[src/rtl/mem_bus_controller.sv]
// CPU-side bus controller. It decodes each access to the status bank, the internal
// sync-read RAM or the external port, and sequences it through one handshake FSM.
module mem_bus_controller #(
   parameter int unsigned DATA_W        = 32,
   parameter int unsigned INT_MEM_BYTES = 32'h100000,
   parameter int unsigned STATUS_BASE   = 32'h2000,
   parameter int unsigned NUM_STATUS    = 4,
   parameter int unsigned EXT_TIMEOUT   = 255
) (
   input  logic                             clk,
   input  logic                             rst,
   input  logic [31:0]                      cpu_addr,
   input  logic [DATA_W-1:0]                cpu_wdata,
   input  logic                             cpu_read,
   input  logic                             cpu_write,
   output logic [DATA_W-1:0]                cpu_rdata,
   output logic                             cpu_ready,
   output logic                             cpu_bus_err,
   output logic [$clog2(INT_MEM_BYTES)-3:0] ram_addr,
   output logic [DATA_W-1:0]                ram_wdata,
   output logic                             ram_re,
   output logic                             ram_we,
   input  logic [DATA_W-1:0]                ram_rdata,
   output logic [31:0]                      ext_addr,
   output logic [DATA_W-1:0]                ext_wdata,
   output logic                             ext_read,
   output logic                             ext_write,
   input  logic [DATA_W-1:0]                ext_rdata,
   input  logic                             ext_ready,
   output logic [NUM_STATUS*DATA_W-1:0]     status_out,
   output logic                             busy
);

   localparam int unsigned RAM_MSB = $clog2(INT_MEM_BYTES) - 1;
   localparam int unsigned CNT_W   = $clog2(EXT_TIMEOUT + 1);
   localparam logic [31:0] STAT_LO = 32'(STATUS_BASE);
   localparam logic [31:0] STAT_HI = 32'(STATUS_BASE + 4 * NUM_STATUS);
   localparam logic [31:0] RAM_TOP = 32'(INT_MEM_BYTES);
   localparam logic [CNT_W-1:0] CNT_MAX = CNT_W'(EXT_TIMEOUT);

   typedef enum logic [2:0] {
      S_IDLE, S_STAT, S_RAM_REQ, S_RAM_RSP, S_EXT, S_DONE
   } state_t;

   state_t             state_q, state_d;
   logic [31:0]        addr_q, addr_d;
   logic [DATA_W-1:0]  wdata_q, wdata_d;
   logic               wr_q, wr_d;
   logic [CNT_W-1:0]   cnt_q, cnt_d;
   logic               ready_q, ready_d;
   logic               err_q, err_d;
   logic [DATA_W-1:0]  rdata_q, rdata_d;
   logic [DATA_W-1:0]  status_q [NUM_STATUS];
   logic [DATA_W-1:0]  stat_rd;
   logic [3:0]         stat_idx;
   logic               stat_we;
   logic               in_stat;

   assign stat_idx = 4'((cpu_addr - STAT_LO) >> 2);
   assign in_stat  = (cpu_addr >= STAT_LO) && (cpu_addr < STAT_HI);

   always_comb begin
      stat_rd = '0;
      for (int i = 0; i < int'(NUM_STATUS); i++) begin
         if (stat_idx == 4'(i)) stat_rd = status_q[i];
      end
   end

   always_comb begin
      state_d = state_q;
      addr_d  = addr_q;
      wdata_d = wdata_q;
      wr_d    = wr_q;
      cnt_d   = '0;
      ready_d = 1'b0;
      err_d   = 1'b0;
      rdata_d = rdata_q;
      stat_we = 1'b0;
      case (state_q)
         S_IDLE: begin
            if (cpu_read || cpu_write) begin
               addr_d  = cpu_addr;
               wdata_d = cpu_wdata;
               wr_d    = cpu_write;
               if ((cpu_read && cpu_write) || (cpu_addr[1:0] != 2'b00)) begin
                  state_d = S_DONE;
                  ready_d = 1'b1;
                  err_d   = 1'b1;
               end else if (in_stat) begin
                  // Status accesses complete at the accept edge; STAT is the response cycle.
                  state_d = S_STAT;
                  ready_d = 1'b1;
                  if (cpu_write) stat_we = 1'b1;
                  else           rdata_d = stat_rd;
               end else if (cpu_addr < RAM_TOP) begin
                  state_d = S_RAM_REQ;
               end else begin
                  state_d = S_EXT;
               end
            end
         end
         S_STAT:    state_d = S_DONE;
         S_RAM_REQ: begin
            state_d = S_RAM_RSP;
            ready_d = 1'b1;
         end
         S_RAM_RSP: begin
            state_d = S_DONE;
            if (!wr_q) rdata_d = ram_rdata;
         end
         S_EXT: begin
            cnt_d = cnt_q + 1'b1;
            if (ext_ready) begin
               state_d = S_DONE;
               ready_d = 1'b1;
               cnt_d   = '0;
               if (!wr_q) rdata_d = ext_rdata;
            end else if (cnt_d == CNT_MAX) begin
               state_d = S_DONE;
               ready_d = 1'b1;
               err_d   = 1'b1;
               cnt_d   = '0;
               if (!wr_q) rdata_d = '1;
            end
         end
         S_DONE: begin
            if (!cpu_read && !cpu_write) state_d = S_IDLE;
         end
         default: state_d = S_IDLE;
      endcase
   end

   always_ff @(posedge clk or posedge rst) begin
      if (rst) begin
         state_q <= S_IDLE;
         cnt_q   <= '0;
         ready_q <= 1'b0;
         err_q   <= 1'b0;
         rdata_q <= '0;
      end else begin
         state_q <= state_d;
         cnt_q   <= cnt_d;
         ready_q <= ready_d;
         err_q   <= err_d;
         rdata_q <= rdata_d;
      end
   end

   always_ff @(posedge clk) begin
      addr_q  <= addr_d;
      wdata_q <= wdata_d;
      wr_q    <= wr_d;
   end

   always_ff @(posedge clk or posedge rst) begin
      if (rst) begin
         for (int i = 0; i < int'(NUM_STATUS); i++) status_q[i] <= '0;
      end else if (stat_we) begin
         for (int i = 0; i < int'(NUM_STATUS); i++) begin
            if (stat_idx == 4'(i)) status_q[i] <= cpu_wdata;
         end
      end
   end

   for (genvar g = 0; g < int'(NUM_STATUS); g++) begin : g_stat
      assign status_out[g*DATA_W +: DATA_W] = status_q[g];
   end

   // RAM data arrives during RAM_RSP, so it is forwarded while also being captured.
   assign cpu_rdata   = (state_q == S_RAM_RSP && !wr_q) ? ram_rdata : rdata_q;
   assign cpu_ready   = ready_q;
   assign cpu_bus_err = err_q;
   assign ram_addr    = addr_q[RAM_MSB:2];
   assign ram_wdata   = wdata_q;
   assign ram_re      = (state_q == S_RAM_REQ) && !wr_q;
   assign ram_we      = (state_q == S_RAM_REQ) && wr_q;
   assign ext_addr    = addr_q;
   assign ext_wdata   = wdata_q;
   assign ext_read    = (state_q == S_EXT) && !wr_q;
   assign ext_write   = (state_q == S_EXT) && wr_q;
   assign busy        = (state_q != S_IDLE);

endmodule

[config.mk]
export PLATFORM = sky130hd
export DESIGN_NAME = mem_bus_controller
export DESIGN_NICKNAME = d
export VERILOG_FILES = /design/src/rtl/mem_bus_controller.sv
export SDC_FILE = /design/constraint.sdc
export NUM_CORES = 1
export LEC_CHECK = 0
export CAP_MARGIN = 30
export CORE_AREA = 2 2 162 164
export DETAILED_ROUTE_END_ITERATION = 6
export DIE_AREA = 0 0 164 166
export PLACE_DENSITY = 0.8
export SYNTH_ARGS = -nofsm -noshare
export SYNTH_HDL_FRONTEND = slang
export SYNTH_SLANG_ARGS = --single-unit
[constraint.sdc]
create_clock -name clk -period 11.49 [get_ports clk]
set_input_delay 1.149 -clock clk [delete_from_list [all_inputs] [get_ports clk]]
set_output_delay 1.149 -clock clk [all_outputs]
set_load 0.02 [all_outputs]
==> metrics.md <==
| Metric | Value |
|---|---|
| Post-Route WL | `36.9 mm` |
| Largest cells by area after synthesis | `dfrtp_1 38%, edfxtp_1 17%, mux2_2 16%` |
| TritonCTS buffer count | `25` |
| Main flop type after synthesis | `dfrtp_1` |
| CTS H-Tree Depth | `1` |
| Worst Max-Slew Pin Slew | `0.950 ns` |
| Design Area, Final | `0.0163 mm^2` |
| Count of unique library cells instantiated by Yosys | `49` |
| Crit path time final | `4.96 ns` |
| Die width | `164 um` |
| DRC | `0` |
| Cts hold-fix bufs | `0` |
| GR Util All Layers | `26.5%` |
| Drt initial violations | `455` |
| PostCTS Resize Cnt | `0` |
| # Post-CTS Setup Buffers | `0` |
| Clock transition at path regs | `0.06 ns` |
| Flops & latches, synth | `238` |
| Final period util | `43.2%` |
| Top-Level Pins | `414` |
| Placeable Area | `0.0256 mm^2` |
| Antenna Nets Post-Route | `0` |
| Status | `complete, no violations` |
| Vias/cell | `5.53` |
| Post-synthesis sequential area ratio | `55.6%` |
| Port bufs | `413` |
| CTS tree | `done` |
| Peak VDD IR | `0.000123 V` |
| Num rows | `59` |
| Vias in the first global route | `9,142` |
| Worst rel slew slack | `36.7%` |
| Max_cap viols | `0` |
| Synth cell count leaders | `173 x dfrtp_1, 160 x mux2_2, 65 x edfxtp_1` |
| Cell count after synthesis | `842` |
| Core Util, Final | `63.5%` |
| First-pass GRT wire length | `55.2 mm` |
| RSZ-0062 raised after global routing | `no` |
| Initial Util | `44.1%` |
| Slowest CP cell | `and3b_2` |
| Count leader, synth | `dfrtp_1` |
| Post-Synthesis Cell Area | `0.0113 mm^2` |
| Placed inst area | `0.0154 mm^2` |
| Crit Path Class | `flip-flop to output port` |
| Worst path cell trace | `and3b_2, nor2b_2, buf_8, mux2_2, clkdlybuf4s50_1` |
| Tightest Hold Check Type | `flip-flop to flip-flop` |
| Leading area contributor after synthesis | `dfrtp_1` |
| Setup TNS | `0 ns` |
| CTS root buffer | `clkbuf_16` |
| FMAX | `0.202 GHz` |
| Global route overflow | `0` |
| Dpl cells | `1,498` |
| Share of cells above drive strength 1 | `21.3%` |
| Largest net degree at the start of global routing | `101` |
| Synth Warn # | `0` |
| Crit path arrival time | `3.81 ns` |
| Fin Clk Skew | `0.0157 ns` |
| Yosys top cell area share | `38.3%` |
| WP data required | `10.34 ns` |
| Clock sink count | `238` |
| GPL Wtd Cong | `0.840` |
| Antenna violations before repair | `1` |
| DR WL/cell | `23.8 um` |
| Final max-slew violation count | `0` |
| Max stage delay on crit path | `0.91 ns` |
| Final Total Pwr | `2230 uW` |
| Post-synth EDFFs | `65` |
| Nets | `1,329` |
| Final Hold Viols | `0` |
| Peak fanout along the critical path | `36` |
| TritonRoute pass-1 iters | `5` |
| FF-to-FF setup slack | `7.94 ns` |
| Longest Clk Path Bufs | `3` |
| Ys async rst share | `72.7%` |
| Full die area | `0.0272 mm^2` |
| Die H | `166 um` |
| Final setup violation count | `0` |
| Dpl hpwl | `25.3 mm` |
| Syn_area_per_cell | `13.4 um^2` |
| PwrDens | `137 mW/mm^2` |
| Critical Path End Type | `output port` |
| Lkg Pwr | `0.00699 uW` |
| P&R area growth vs syn | `44.1%` |
| Mapped Nets | `977` |
| Non-Filler Instances | `1,549` |
| Worst skew pair latency | `0.53 ns` |
| Vias | `8,571` |
| Worst setup SP type | `flip-flop` |
[where the power goes]
| group | internal, uW | switching [uW] | leakage, uW |
|---|---|---|---|
| Sequential | 922 | 35.8 | 0.00296 |
| Clock | 479 | 336 | 0.000400 |
| Combinational | 248 | 210 | 0.00363 |
| Total | 1650 | 581 | 0.00699 |
[area by class of cell]
class	count	area, um^2
inverters	36	140
clock inverters	8	91.3
fillers	1934	9340
multi-input cells	463	4280
repair buffers	430	4340
well taps	335	419
flip-flops and latches	238	6280
clock buffers	38	726
diodes	1	2.50
[critical path: cells and delay by family, from the launching register on]
family	cells	cell delay [ns]
muxes	1	0.35
and+or+nand+nor	2	1.61
buffers and inverters	2	0.80
DFF	1	0.51
[stage by stage]
stage | hold WS, ns | setup WS (ns)
3_5_place_dp | 0.489 | 6.98
6_report | 0.504 | 6.53
5_1_grt | 0.529 | 6.35
2_1_floorplan | 0.475 | 5.65
3_3_place_gp | 0.486 | 6.82
4_1_cts | 0.509 | 6.52
[routing by layer]
metal	up-vias	track usage [%]	part of all wire, %
met5	-	0	0
met4	0	8.47	2.9
met3	68	5.92	7.9
met2	397	46.2	51
met1	4334	32.5	38
li1	3772	-	-
[cells by family (layout without fill, tap and decap cells)]
group	count (synthesis)	in the layout	synth area share [%]
fa+ha+maj	2	2	0.222
compound gates	131	131	8.20
other cells	0	1	0
mux	244	244	24.8
buf+inv	141	512	6.83
flops	238	238	55.6
simple gates	81	81	3.98
xor+xnor	5	5	0.388
[cell usage in the layout (no fill, tap or decap), drive strengths merged, types with 3 or more instances in the layout]
master,synthesis,final
nand2,8,8
a21oi,48,48
xnor2,4,4
nor2b,14,14
mux2i,52,52
o31ai,3,3
mux2,192,192
clkinv,0,5
o21ai,4,4
o22ai,20,20
inv,36,37
nor4,10,10
a221o,32,32
buf,72,19
nor2,20,20
clkbuf,33,38
a211oi,14,14
dfrtp,173,173
nand2b,4,4
nand3,7,7
edfxtp,65,65
clkdlybuf4s50,0,411
[worst paths after layout]
path                       startpoint       endpoint  cells past startpoint
max                        state_q[2]  cpu_rdata[14]                      5
min                        rdata_q[2]     rdata_q[2]                      1
max reg2reg                state_q[2]    rdata_q[27]                      5
min reg2reg                rdata_q[2]     rdata_q[2]                      1
max in group asynchronous         rst    rdata_q[26]                      4
min in group asynchronous         rst  status_out[9]                      3
[registers in the layout, summed over array words and instances (netlist names)]
| name | cells |
|---|---|
| rdata_q | 32 |
| cpu_bus_err | 1 |
| cpu_ready | 1 |
| status_out | 128 |
| state_q | 3 |
| cnt_q | 8 |
| ext_addr | 32 |
| wr_q | 1 |
| ext_wdata | 32 |
No activity file was read; power rests on OpenSTA's default activity.
